<file path="src/rtl/csa_mult_sequencer_if.sv">
// rtl/csa_mult_sequencer_if.sv - operand/result handshake bundle for csa_mult_sequencer
interface csa_mult_sequencer_if #(
  parameter int WIDTH = 32
);
  logic               in_valid;
  logic               in_ready;
  logic [WIDTH-1:0]   a;
  logic [WIDTH-1:0]   b;
  logic               out_valid;
  logic               out_ready;
  logic [2*WIDTH-1:0] product;
  logic               busy;

  modport master (
    output in_valid, a, b, out_ready,
    input  in_ready, out_valid, product, busy
  );

  modport slave (
    input  in_valid, a, b, out_ready,
    output in_ready, out_valid, product, busy
  );
endinterface

</file>
<file path="src/rtl/csa_mult_sequencer.sv">
// rtl/csa_mult_sequencer.sv - sequential carry-save unsigned multiplier, one partial product per cycle
// Optional feature macro: CSA_MULT_EARLY_EXIT_EN (stop reducing once remaining multiplier bits are zero)
module csa_mult_sequencer #(
  parameter int WIDTH = 32
) (
  input  logic                clk,
  input  logic                reset,
  csa_mult_sequencer_if.slave bus
);
  localparam int PW = 2 * WIDTH;
  localparam int CW = (WIDTH > 1) ? $clog2(WIDTH) : 1;
  localparam logic [CW-1:0] CNT_LAST = CW'(WIDTH - 1);

  typedef enum logic [1:0] {IDLE, REDUCE, FINAL, DONE} state_t;

  state_t          state;
  state_t          state_nxt;
  logic [PW-1:0]   a_reg;
  logic [WIDTH-1:0] b_reg;
  logic [PW-1:0]   sum;
  logic [PW-1:0]   carry;
  logic [PW-1:0]   pp;
  logic [PW-2:0]   maj;
  logic [CW-1:0]   cnt;
  logic [PW-1:0]   product_r;
  logic            out_valid_r;
  logic            reduce_last;
  logic            b_zero;

  assign bus.in_ready  = (state == IDLE);
  assign bus.busy      = (state == REDUCE) || (state == FINAL);
  assign bus.out_valid = out_valid_r;
  assign bus.product   = product_r;

  // The carry out of the top bit is dropped: arithmetic is mod 2^(2*WIDTH).
  always_comb begin
    pp  = b_reg[0] ? a_reg : '0;
    maj = (sum[PW-2:0] & carry[PW-2:0]) | (sum[PW-2:0] & pp[PW-2:0]) |
          (carry[PW-2:0] & pp[PW-2:0]);
  end

  always_comb begin
    b_zero = (bus.b == '0);
`ifdef CSA_MULT_EARLY_EXIT_EN
    reduce_last = (cnt == CNT_LAST) || (b_reg[WIDTH-1:1] == '0);
`else
    reduce_last = (cnt == CNT_LAST);
`endif
  end

  always_ff @(posedge clk or posedge reset) begin
    if (reset) begin
      state <= IDLE;
    end else begin
      state <= state_nxt;
    end
  end

  always_comb begin
    state_nxt = state;
    case (state)
      IDLE: begin
        if (bus.in_valid) begin
`ifdef CSA_MULT_EARLY_EXIT_EN
          state_nxt = b_zero ? FINAL : REDUCE;
`else
          state_nxt = b_zero ? REDUCE : REDUCE;
`endif
        end
      end
      REDUCE:  if (reduce_last) state_nxt = FINAL;
      FINAL:   state_nxt = DONE;
      DONE:    if (bus.out_ready) state_nxt = IDLE;
      default: state_nxt = IDLE;
    endcase
  end

  always_ff @(posedge clk or posedge reset) begin
    if (reset) begin
      a_reg       <= '0;
      b_reg       <= '0;
      sum         <= '0;
      carry       <= '0;
      cnt         <= '0;
      product_r   <= '0;
      out_valid_r <= 1'b0;
    end else begin
      case (state)
        IDLE: begin
          if (bus.in_valid) begin
            a_reg <= {{WIDTH{1'b0}}, bus.a};
            b_reg <= bus.b;
            sum   <= '0;
            carry <= '0;
            cnt   <= '0;
          end
        end
        REDUCE: begin
          sum   <= sum ^ carry ^ pp;
          carry <= {maj, 1'b0};
          a_reg <= a_reg << 1;
          b_reg <= b_reg >> 1;
          cnt   <= cnt + 1'b1;
        end
        FINAL: begin
          product_r   <= sum + carry;
          out_valid_r <= 1'b1;
        end
        DONE: begin
          if (bus.out_ready) out_valid_r <= 1'b0;
        end
        default: ;
      endcase
    end
  end
endmodule

</file>
<file path="src/flat_wrapper.sv">
// flat-port wrapper written by rule: the top's interface ports become plain ports
module csa_mult_sequencer_flat 
#(
  parameter int WIDTH = 32
)
  (clk, reset, bus_in_valid, bus_a, bus_b, bus_out_ready, bus_in_ready, bus_out_valid, bus_product, bus_busy);
  csa_mult_sequencer_if #(.WIDTH(WIDTH)) bus_i ();
  input  logic clk;
  input  logic reset;
  input wire logic [$bits(bus_i.in_valid)-1:0] bus_in_valid;
  input wire logic [$bits(bus_i.a)-1:0] bus_a;
  input wire logic [$bits(bus_i.b)-1:0] bus_b;
  input wire logic [$bits(bus_i.out_ready)-1:0] bus_out_ready;
  output wire logic [$bits(bus_i.in_ready)-1:0] bus_in_ready;
  output wire logic [$bits(bus_i.out_valid)-1:0] bus_out_valid;
  output wire logic [$bits(bus_i.product)-1:0] bus_product;
  output wire logic [$bits(bus_i.busy)-1:0] bus_busy;
  assign bus_i.in_valid = bus_in_valid;
  assign bus_i.a = bus_a;
  assign bus_i.b = bus_b;
  assign bus_i.out_ready = bus_out_ready;
  assign bus_in_ready = bus_i.in_ready;
  assign bus_out_valid = bus_i.out_valid;
  assign bus_product = bus_i.product;
  assign bus_busy = bus_i.busy;
  csa_mult_sequencer #(.WIDTH(WIDTH)) u_core (.clk(clk), .reset(reset), .bus(bus_i));
endmodule
</file>
<file path="config.mk">
export PLATFORM = sky130hd
export DESIGN_NAME = csa_mult_sequencer_flat
export DESIGN_NICKNAME = d
export VERILOG_FILES = /design/src/rtl/csa_mult_sequencer_if.sv /design/src/rtl/csa_mult_sequencer.sv /design/src/flat_wrapper.sv
export SDC_FILE = /design/constraint.sdc
export NUM_CORES = 1
export LEC_CHECK = 0
export ABC_AREA = 1
export ABC_CLOCK_PERIOD_IN_PS = 10200
export CORE_MARGIN = 4
export CORE_UTILIZATION = 30
export DETAILED_ROUTE_END_ITERATION = 10
export PLACE_DENSITY = 0.48
export SLEW_MARGIN = 5
export SYNTH_ARGS = -nofsm -noshare
export SYNTH_HDL_FRONTEND = slang
export SYNTH_SLANG_ARGS = --single-unit
</file>
<file path="constraint.sdc">
create_clock -name clk -period 10.2 [get_ports clk]
set_input_delay 2.04 -clock clk [delete_from_list [all_inputs] [get_ports clk]]
set_output_delay 2.04 -clock clk [all_outputs]
set_load 0.02 [all_outputs]
</file>
=== After elaboration in Yosys (flattened, before gate mapping) ===
Index checks and enable logic that the tools add are counted.
W data, S select, Z words.

* Register bits: 296
* Input bits: 68
* Output and inout port bits: 67
* Word-level logic and storage cells: 47

* Add/subtract/negate cells: 2
* Eq/ne operators: 7
* Muxes and demuxes: 16
* Bitwise gates (word level): 7
* Reduce and logical (&&, ||, !) cells: 7

{| class="wikitable"
|+ Operators by type and width
! cell !! number
|-
| $pmux W64 S2 || 3
|-
| $mux W64 || 3
|-
| $and A63 B63 Y63 || 3
|-
| $xor A64 B64 Y64 || 2
|-
| $or A63 B63 Y63 || 2
|-
| $add A64 B64 Y64 || 1
|-
| $pmux W32 S2 || 1
|-
| $mux W32 || 1
|-
| $pmux W5 S2 || 1
|-
| $pmux W2 S4 || 1
|-
| $mux W2 || 3
|-
| $add A5 B1 Y5 const B || 1
|-
| $eq A5 B5 Y1 const B || 1
|-
| $mux W5 || 1
|-
| $eq A2 B2 Y1 const B || 2
|-
| $ne A2 B2 Y1 const B || 2
|-
| $reduce_and A2 Y1 || 2
|-
| $reduce_bool A2 Y1 || 2
|-
| $reduce_and A3 Y1 || 1
|-
| $eq A2 B1 Y1 const B || 1
|-
| $logic_not A2 Y1 || 1
|-
| $ne A2 B1 Y1 const B || 1
|-
| $pmux W1 S2 || 1
|-
| $logic_or A1 B1 Y1 || 1
|-
| $mux W1 || 1
|}

=== Depth between registers and ports, before layout ===
Gate-level depths: netlist (run 1).

* Depth after elaboration: 5
* Depth in mapped cells: 16
* Mapped depth without buffers: 16

=== Worst setup path after synthesis (run 1) ===
OpenSTA, ideal clock, no wires.

* Kind: input -> register
* Start: input bus_in_valid
* End: register u_core.a_reg[32]
* Setup time: 0.133 ns
* Arrival: 2.955 ns
* Data required time: 10.067 ns
* Path slack: 7.112 ns
* Stages: 6
* Cell sequence: nor2_1 > nor2_2 > inv_2 > clkbuf_1 > clkbuf_1 > o22ai_1

* Word-level cells in the longest chain between the ends: 2

{| class="wikitable"
|+ RTL lines
! what !! line !! RTL
|-
| from (decl) || flat_wrapper.sv:10 || <nowiki>input wire logic [$bits(bus_i.in_valid)-1:0] bus_in_valid;</nowiki>
|-
| $ne A2 B2 Y1 (no source line) || - ||
|-
| $reduce_and A2 Y1 (no source line) || - ||
|-
| to (signal assigned) || csa_mult_sequencer.sv:91 || <nowiki>a_reg <= {{WIDTH{1'b0}}, bus.a};</nowiki>
|-
| to (signal assigned) || csa_mult_sequencer.sv:101 || <nowiki>a_reg <= a_reg << 1;</nowiki>
|-
| to (decl) || csa_mult_sequencer.sv:18 || <nowiki>logic [PW-1:0] a_reg;</nowiki>
|}

No other way between the ends.
A chain may end at the register's enable or synchronous reset.

=== Worst setup path after layout (run 1) ===
* Start: input bus_in_valid
* End: register u_core.carry[59]

* Word-level cells in the longest chain between the ends: 2

{| class="wikitable"
|+ RTL lines
! what !! line !! RTL
|-
| $ne A2 B2 Y1 (no source line) || - ||
|-
| $reduce_and A2 Y1 (no source line) || - ||
|-
| to (signal assigned) || csa_mult_sequencer.sv:100 || <nowiki>carry <= {maj, 1'b0};</nowiki>
|-
| to (decl) || csa_mult_sequencer.sv:21 || <nowiki>logic [PW-1:0] carry;</nowiki>
|}

No other way between the ends.

==> key figures, run 1 <==
Outcome
  • Status: complete, no violations

Global route
  • Tot GR Track Use: 16.78%
  • Initial antenna violation count: 1
  • Pin count of the biggest net entering global routing: 152
  • Grt ovf: 0
  • Vias in the first global route: 15480
  • First-pass GRT wire length: 88.06 mm

Drt
  • Wire per inst: 16.54 um
  • Antenna viol nets, final: 0
  • 1st-pass router iterations: 7
  • Iter 0 DRT Violations: 885
  • Vias per cell: 4.638
  • Drt total wl: 54.76 mm
  • Vias: 15360
  • Remaining DRCs: 0

Synthesis
  • Synth area leader: dfrtp_1
  • Synth top area share: 40.16%
  • Synthesized instance count: 2397
  • Leading post-synthesis cells by cell area: dfrtp_1 40%, nand2_1 18%, inv_1 8.9%
  • Most common cell in the netlist: nand2_1
  • Synth Flop Type: dfrtp_1
  • Unique masters post-synth: 37
  • #FFs+latches synth: 295
  • Post-Syn Nets: 2597
  • Sequential share of the synthesized area: 40.16%
  • Post-synth EDFFs: 0
  • Syn Area/Cell: 7.670 sq um
  • Mapped cell area: 18380 sq um
  • Synth cell count leaders: 859 x nand2_1, 437 x inv_1, 295 x dfrtp_1
  • Ys async rst share: 100.0%
  • Synth warn: 0

Setup path
  • Arrival @ worst endpoint: 6.41 ns
  • Buffers plus inverters on the worst setup path: 6
  • Crit path max-delay family: buffers and inverters
  • Most frequent CP cell: buf_4
  • Max incr delay on CP: 0.86 ns
  • Startpoint types: input port
  • Critical-path top delay cell: inv_2
  • Critical Path RT: 10.68 ns
  • WS Path Type: in -> reg
  • Crit-path max FO: 99
  • Crit end category: flop
  • Crit-path cells: clkdlybuf4s50_1, nor2_1, nor2_4, buf_4, inv_2, nand2_2, buf_4, inv_4, buf_4, a22o_1

CTS
  • Post_cts resized: 0
  • Clock buffer count from CTS: 37
  • CTS tree: done
  • Post-CTS Setup Inserts: 0
  • CTS Buffer Depth: 3
  • Clk_lat worst skew: 0.57 ns
  • Hold_buf cts: 0
  • CTS sink cnt: 295
  • Worst-path clk slew: 0.06 ns
  • Root buffer cell: clkbuf_16
  • Number of H-tree levels: 2

Timing
  • Final setup TNS: 0 ns
  • Final Hold Vio Count: 0
  • Min Tclk post-route: 5.933 ns
  • Final Max Slew Viols: 0
  • Peak Freq: 168.5 MHz
  • Final setup viols: 0
  • Worst-margin pin slew: 1.065 ns
  • Slew HR: 28.99%
  • Final Skew: 0.03828 ns
  • RSZ-0062 raised after global routing: false
  • Fin crit share: 58.17%

Cells and area
  • Reg area: 7383 sq um
  • Layout cell share with drive strength beyond 1: 3.125%
  • Fillers: 6406
  • Design Area, Final: 21700 sq um
  • Syn-to-layout area delta: 18.03%
  • Footprint of the multi-input gates: 9030 sq um
  • Final #Nets: 2704

Die
  • Row count: 90
  • Die area: 65300 sq um
  • Boundary Pins: 135
  • Starting Density: 30.40%
  • Core area: 60470 sq um
  • Die height: 255.5 um
  • Die width: 255.5 um

Power and ir drop
  • Switching pwr: 0.001749 W
  • Internal cell power: 0.002757 W
  • PD cells: 207.6 nW/um^2
  • Switching part of the total: 38.81%
  • Clk pwr share: 29.3%
  • Seq pwr share: 36.3%
  • Lkg Pwr: 11.89 nW
  • Peak VDD IR: 0.1607 mV
  • Comb power frac: 34.4%

Place
  • GP Congestion: 0.9079
  • Placed Area: 20490 sq um
  • Placed wire-length estimate: 41.49 mm
  • # port buffers: 134

Hold path
  • Hold crit path type: reg -> reg

Flow run
  • Maxcap violations: 0
## per-stage QoR
step	setup WS (ns)	instances	hold WS, ns	power (W)	utilization, %
floorplan	0.01253	2397	0.4422	0.002685	-
global placement	3.755	3247	0.4581	0.003203	33.88
detailed placement	3.710	3247	0.4596	0.003236	33.88
CTS	4.284	3310	0.4740	0.004595	35.88
global route	3.906	3311	0.4990	0.004829	35.88
finish	4.267	3311	0.4703	0.004505	35.88
## metal layers
layer  wire [um]  part of all wire (%)  track usage [%]
met3        2573                   4.7            3.176
met2       23680                    43            25.31
met1       26890                    49            24.37
met4        1620                   3.0            5.379
met5           0                     0                0
## layout by cell type (no fill, tap or decap), types with 37 or more instances in the layout
cell type / instances
nand2_1: 859
inv_1: 435
dfrtp_1: 294
clkdlybuf4s50_1: 134
a22o_1: 127
nor2_1: 120
nand3_1: 106
ha_1: 68
fa_1: 63
a21oi_1: 44
o21ai_0: 43
clkbuf_16: 37
## power groups by stage
stage / Clock (W) / Combinational [W] / Sequential [W]
finish: 0.00132 / 0.00155 / 0.00164
global route: 0.00141 / 0.00174 / 0.00168
CTS: 0.00137 / 0.00159 / 0.00164
detailed placement: 0 / 0.00158 / 0.00166
global placement: 0 / 0.00155 / 0.00165
floorplan: 0 / 0.000993 / 0.00169
## layout make-up
| class | count | share of cell area (%) |
|---|---|---|
| multi-input cells | 1585 | 41.62 |
| flip-flops and latches | 295 | 34.03 |
| inverters | 441 | 7.675 |
| repair buffers | 144 | 6.585 |
| clock buffers | 55 | 4.809 |
| well taps | 782 | 4.509 |
| clock inverters | 8 | 0.7669 |
| diodes | 1 | 0.01153 |
## worst register-to-register path, cell delays in order (launching register included)
cell,delay [ns]
dfrtp_1,0.40
inv_1,0.11
ha_1,0.37
inv_2,0.16
nor2_4,0.12
buf_4,0.66
inv_2,0.67
nand2_2,0.22
buf_4,0.60
inv_4,0.56
buf_4,0.57
a32o_1,0.36
## worst paths after layout
kind / cells past startpoint / start / slack (ns) / end
min in group asynchronous: 2 / reset / 1.95 / u_core.b_reg[26]
setup / recovery: 10 / bus_in_valid / 4.27 / u_core.carry[59]
hold / removal: 2 / u_core.bus.product[0] / 0.47 / u_core.bus.product[0]
setup reg to reg: 11 / u_core.state[1] / 5.26 / u_core.sum[63]
hold reg to reg: 2 / u_core.bus.product[0] / 0.47 / u_core.bus.product[0]
max in group asynchronous: 3 / reset / 6.89 / u_core.a_reg[44]
## kinds of logic after synthesis
| logic type | after synthesis | synth area share, % |
|---|---|---|
| simple gates | 1127 | 24.45 |
| buf+inv | 517 | 10.81 |
| compound gates | 298 | 11.70 |
| flops | 295 | 40.16 |
| fa+ha+maj | 132 | 11.56 |
| xor+xnor | 28 | 1.334 |
Note: power is estimated with default switching activity, not from simulation.
==> run 2, diff against run 1 <==
Settings changed: ABC_CLOCK_PERIOD_IN_PS 10200 to 5800, PLACE_DENSITY 0.48 to 0.46.
Clock period 10.2 ns to 5.8 ns, I/O delays scaled along.
==> key figures, run 2 (synthesis results as in run 1) <==
Timing
  • Final Max Slew Viols: 0 (unchanged)
  • Final Hold Vio Count: 0 (unchanged)
  • Fin crit share: 57.53%
  • Min Tclk post-route: 3.337 ns
  • Final setup viols: 0 (unchanged)
  • Worst-margin pin slew: 1.056 ns (was 1.065 ns)
  • Peak Freq: 299.7 MHz
  • RSZ-0062 raised after global routing: false (unchanged)
  • Slew HR: 29.60% (was 28.99%)
  • Final Skew: 0.04701 ns (was 0.03828 ns)
  • Final setup TNS: 0 ns (unchanged)

CTS
  • Number of H-tree levels: 2 (unchanged)
  • CTS sink cnt: 295 (unchanged)
  • Root buffer cell: clkbuf_16 (unchanged)
  • Worst-path clk slew: 0.06 ns (about the same)
  • Post_cts resized: 0 (unchanged)
  • Post-CTS Setup Inserts: 0 (unchanged)
  • CTS Buffer Depth: 3 (unchanged)
  • Clk_lat worst skew: 0.58 ns (was 0.57 ns)
  • Clock buffer count from CTS: 37 (unchanged)
  • Hold_buf cts: 0 (unchanged)
  • CTS tree: done (unchanged)

Die
  • Die area: 65300 sq um (unchanged)
  • Starting Density: 30.40% (unchanged)
  • Core area: 60470 sq um (unchanged)
  • Row count: 90 (unchanged)
  • Die width: 255.5 um (unchanged)
  • Die height: 255.5 um (unchanged)
  • Boundary Pins: 135 (unchanged)

Setup path
  • Startpoint types: input port (unchanged)
  • WS Path Type: in -> reg (unchanged)
  • Crit-path max FO: 94 (was 99)
  • Crit end category: flop (unchanged)
  • Arrival @ worst endpoint: 3.81 ns (was 6.41 ns)
  • Critical Path RT: 6.28 ns (was 10.68 ns)

Global route
  • Vias in the first global route: 15460 (was 15480)
  • Pin count of the biggest net entering global routing: 143 (was 152)
  • First-pass GRT wire length: 89.16 mm (was 88.06 mm)
  • Initial antenna violation count: 0 (was 1)
  • Grt ovf: 0 (unchanged)
  • Tot GR Track Use: 17.07% (was 16.78%)

Drt
  • Antenna viol nets, final: 0 (unchanged)
  • Vias: 15520 (was 15360)
  • Iter 0 DRT Violations: 962 (was 885)
  • Vias per cell: 4.682 (was 4.638)
  • Wire per inst: 16.70 um (was 16.54 um)
  • 1st-pass router iterations: 5 (was 7)
  • Remaining DRCs: 0 (unchanged)
  • Drt total wl: 55.38 mm (was 54.76 mm)

Power and ir drop
  • PD cells: 366.2 nW/um^2 (was 207.6 nW/um^2)
  • Lkg Pwr: 11.92 nW (was 11.89 nW)
  • Peak VDD IR: 0.3727 mV (was 0.1607 mV)

Flow run
  • Maxcap violations: 0 (unchanged)

Cells and area
  • Commonest non-fill, non-tap cells in the layout: 859 x nand2_1, 435 x inv_1, 294 x dfrtp_1, 134 x clkdlybuf4s50_1, 127 x a22o_1 (unchanged)
  • Final Non-Filler Cells: 3315 (was 3311)
  • Syn-to-layout area delta: 18.29% (was 18.03%)
  • Commonest non-fill, non-tap cell in the layout: nand2_1 (unchanged)
  • Final #Nets: 2706 (was 2704)
  • Antenna fix cells: 0 (was 1)
  • Layout cell share with drive strength beyond 1: 3.356% (was 3.125%)

Hold path
  • Hold crit path type: reg -> reg (unchanged)

Place
  • Placed wire-length estimate: 42.04 mm (was 41.49 mm)
  • # port buffers: 134 (unchanged)
  • Placed insts: 3249 (was 3247)
  • GP Congestion: 0.9095 (was 0.9079)

Outcome
  • Status: complete, no violations (unchanged)
run 2: changes by cell type in the layout (fill, tap and decap cells not counted), sizes merged:
cell      change
inv           -1
buf           +2
clkinvlp      +2
bufinv        -1
diode         -1
clkinv        +3
run 2: area by class of cell:
type | count | area, sq um
clock buffer | 55 | 1054
clock inverter | 11 | 158.9
fill | 6359 | 38720
inverter | 441 | 1662
multi-input combinational | 1585 | 9030
sequential | 295 | 7383
tap | 782 | 978.4
timing repair buffer | 146 | 1481
run 2: routing by layer:
layer  vias to the layer above  track usage (%)  wire (um)
met5                         -                0          0
met4                         0            5.668       1904
met3                        90            3.037       2867
met2                       336            25.16      23510
met1                      7359            25.33      27100
li1                       7735                -          -
run 2: worst max-delay path: stages:
cell,delay (ns)
clkdlybuf4s50_1,0.52
nor2_1,0.11
nor2_4,0.10
buf_4,0.80
buf_4,0.78
a22o_1,0.25
run 2: path summary, 6_finish.rpt:
kind                                  start                      to  slack [ns]  cells after the start
hold reg to reg            u_core.b_reg[12]        u_core.b_reg[12]        0.47                      2
setup reg to reg            u_core.state[1]          u_core.sum[46]        2.66                      7
hold / removal             u_core.b_reg[12]        u_core.b_reg[12]        0.47                      2
min in group asynchronous             reset        u_core.b_reg[19]        1.11                      2
max in group asynchronous             reset  u_core.bus.product[43]        3.40                      3
setup / recovery               bus_in_valid          u_core.sum[46]        2.46                      6
run 2: per-stage QoR:
step	cell area (sq um)	hold WS, ns	worst slack, ns	util, %	power, W
2_1_floorplan	18390	0.4422	0.7229	-	0.004723
3_3_place_gp	20530	0.4567	1.934	33.96	0.005694
3_5_place_dp	20530	0.4588	1.911	33.96	0.005747
4_1_cts	21750	0.4741	2.498	35.96	0.008117
5_1_grt	21750	0.4906	2.320	35.96	0.008566
6_report	21750	0.4700	2.463	35.96	0.007964
run 2: where the power goes:
group	switching [W]	internal (W)
clock network	0.000938	0.00136
logic	0.00184	0.000962
registers	0.000335	0.00253
==> run 3, diff against run 2 <==
Settings changed: ABC_CLOCK_PERIOD_IN_PS 5800 to 2800, PLACE_DENSITY 0.46 to 0.48.
Clock period 5.8 ns to 2.8 ns, I/O delays scaled along.
==> key figures, run 3 (synthesis results as in run 1) <==
Place
  • GP Congestion: 0.9018 (was 0.9095)
  • Placed wire-length estimate: 42.65 mm (was 42.04 mm)
  • # port buffers: 134 (unchanged)
  • Post-place setup slack: 0.1550 ns (was 1.911 ns)
  • Placed insts: 3261 (was 3249)

Power and ir drop
  • Peak VDD IR: 0.7230 mV (was 0.3727 mV)
  • Clk pwr share: 31.1% (was 28.8%)
  • Lkg Pwr: 12.09 nW (was 11.92 nW)
  • Comb power frac: 34.4% (was 35.1%)
  • Seq pwr share: 34.5% (was 36.0%)
  • Switching pwr: 0.006680 W (was 0.003109 W)
  • Internal cell power: 0.01066 W (was 0.004855 W)
  • PD cells: 784.6 nW/um^2 (was 366.2 nW/um^2)
  • Switching part of the total: 38.53% (was 39.03%)
  • Total power draw: 0.01734 W (was 0.007964 W)

Cells and area
  • Commonest non-fill, non-tap cells in the layout: 859 x nand2_1, 435 x inv_1, 294 x dfrtp_1, 134 x clkdlybuf4s50_1, 127 x a22o_1 (unchanged)
  • Final Non-Filler Cells: 3328 (was 3315)
  • Commonest non-fill, non-tap cell in the layout: nand2_1 (unchanged)
  • Layout cell share with drive strength beyond 1: 4.322% (was 3.356%)
  • Fillers: 6327 (was 6359)
  • Syn-to-layout area delta: 20.19% (was 18.29%)
  • Final #Nets: 2720 (was 2706)
  • Footprint of the multi-input gates: 9045 sq um (was 9030 sq um)
  • Reg area: 7383 sq um (unchanged)

Timing
  • Fin crit share: 92.67%
  • Peak Freq: 385.4 MHz
  • Final WS setup: 0.2052 ns (was 2.463 ns)
  • Final Max Slew Viols: 0 (unchanged)
  • Min Tclk post-route: 2.595 ns
  • Final setup viols: 0 (unchanged)
  • Final Skew: 0.04263 ns (was 0.04701 ns)
  • Final Hold Vio Count: 0 (unchanged)
  • Hold slack: 0.4563 ns (was 0.4700 ns)
  • Slew HR: 46.08% (was 29.60%)
  • Final setup TNS: 0 ns (unchanged)
  • Worst-margin pin slew: 0.8088 ns (was 1.056 ns)

Drt
  • 1st-pass router iterations: 5 (unchanged)
  • Iter 0 DRT Violations: 921 (was 962)
  • Vias per cell: 4.674 (was 4.682)
  • Antenna viol nets, final: 0 (unchanged)
  • Remaining DRCs: 0 (unchanged)
  • Drt total wl: 56.15 mm (was 55.38 mm)
  • Wire per inst: 16.87 um (was 16.70 um)
  • Vias: 15550 (was 15520)

CTS
  • CTS tree: done (unchanged)
  • Root buffer cell: clkbuf_16 (unchanged)
  • Worst-path clk slew: 0.06 ns (about the same)
  • Clock buffer count from CTS: 39 (was 37)
  • Number of H-tree levels: 2 (unchanged)
  • CTS Buffer Depth: 3 (unchanged)
  • CTS sink cnt: 295 (unchanged)
  • Clk_lat worst skew: 0.59 ns (was 0.58 ns)
  • Hold_buf cts: 0 (unchanged)

Global route
  • Pin count of the biggest net entering global routing: 168 (was 143)
  • First-pass GRT wire length: 90.96 mm (was 89.16 mm)
  • Grt ovf: 0 (unchanged)
  • Vias in the first global route: 15940 (was 15460)
  • Initial antenna violation count: 1 (was 0)
  • Tot GR Track Use: 17.28% (was 17.07%)

Setup path
  • Crit end category: flop (unchanged)
  • Max incr delay on CP: 0.46 ns (was 0.80 ns)
  • Arrival @ worst endpoint: 3.04 ns (was 3.81 ns)
  • Most frequent CP cell: nand2_1 (was buf_4)
  • Critical-path top delay cell: fa_1 (was buf_4)
  • Critical Path RT: 3.24 ns (was 6.28 ns)
  • WS Path Type: reg -> reg (was in -> reg)
  • Flop-to-flop setup slack: 0.21 ns (was 2.66 ns)
  • Crit-path cells: ha_4, inv_1, fa_1, nor2_2, nand2_1, nand3_1, nand2_1, nand2_1, nand2_1, nand2_1, nand2_1, nand2_1, nand2_1, nand3_1, nand2_1 (was clkdlybuf4s50_1, nor2_1, nor2_4, buf_4, buf_4, a22o_1)
  • Startpoint types: flop (was input port)
  • Crit-path max FO: 3 (was 94)

Die
  • Starting Density: 30.40% (unchanged)
  • Row count: 90 (unchanged)
  • Die area: 65300 sq um (unchanged)
  • Core area: 60470 sq um (unchanged)
  • Die height: 255.5 um (unchanged)
  • Boundary Pins: 135 (unchanged)
  • Die width: 255.5 um (unchanged)

Outcome
  • Status: complete, no violations (unchanged)

Flow run
  • Maxcap violations: 0 (unchanged)

Hold path
  • Hold crit path type: in -> async (was reg -> reg)
## run 3: cell count changes in the layout (fill, tap and decap cells not counted), moves of 2 or more
cell       delta
buf_12        +6
buf_4         +6
bufinv_16     +4
clkbuf_1     -11
clkbuf_16     +2
clkinv_2      +4
clkinv_8      -2
inv_16        +2
## run 3: final cells by class
type / instances / share of cell area (%)
repair buffers: 158 / 7.452
flip-flops and latches: 295 / 33.42
inverters: 441 / 7.520
clock inverters: 20 / 1.427
well taps: 782 / 4.428
diodes: 1 / 0.01133
clock buffers: 46 / 4.808
multi-input cells: 1585 / 40.94
## run 3: repair_timing
action / in CTS / in global routing
resized for setup: 0 / 3
endpoints found under the setup margin: 0 / 5
setup buffers: 0 / 0
## run 3: power by group through the flow
stage / clock network, W / registers, W / logic, W
after global routing: 0.00572 / 0.00612 / 0.00667
after CTS: 0.00556 / 0.00598 / 0.00607
after detailed placement: 0 / 0.00605 / 0.00605
after global placement: 0 / 0.00601 / 0.00599
final: 0.00539 / 0.00598 / 0.00597
after floorplan: 0 / 0.00617 / 0.00362
## run 3: critical path: cells and delay by family (launching register included)
family	cells	cell delay, ns
fa+ha+maj	2	0.67
flops	1	0.45
simple gates	12	1.29
buf+inv	1	0.06
## run 3: path summary, 6_finish.rpt
path,start,end,cells after the start
worst max-delay path,u_core.carry[1],u_core.bus.product[47],15
worst min-delay path,reset,u_core.cnt[0],3
worst max register to register,u_core.carry[1],u_core.bus.product[47],15
worst min register to register,u_core.b_reg[24],u_core.b_reg[24],2
max in group asynchronous,reset,u_core.bus.product[35],4
min in group clk,u_core.b_reg[24],u_core.b_reg[24],2
## run 3: through the flow
| step | area (sq um) | utilization, % |
|---|---|---|
| 3_5_place_dp | 20700 | 34.23 |
| 3_3_place_gp | 20700 | 34.23 |
| 6_report | 22090 | 36.54 |
| 5_1_grt | 22090 | 36.54 |
| 2_1_floorplan | 18390 | - |
| 4_1_cts | 22080 | 36.51 |
## run 3: layer usage
metal	share of wire [%]	global-route usage (%)	vias up
li1	-	-	7747
met4	2.5	4.693	0
met2	43	26.45	272
met5	0	0	-
met3	3.7	2.335	76
met1	50	25.75	7459
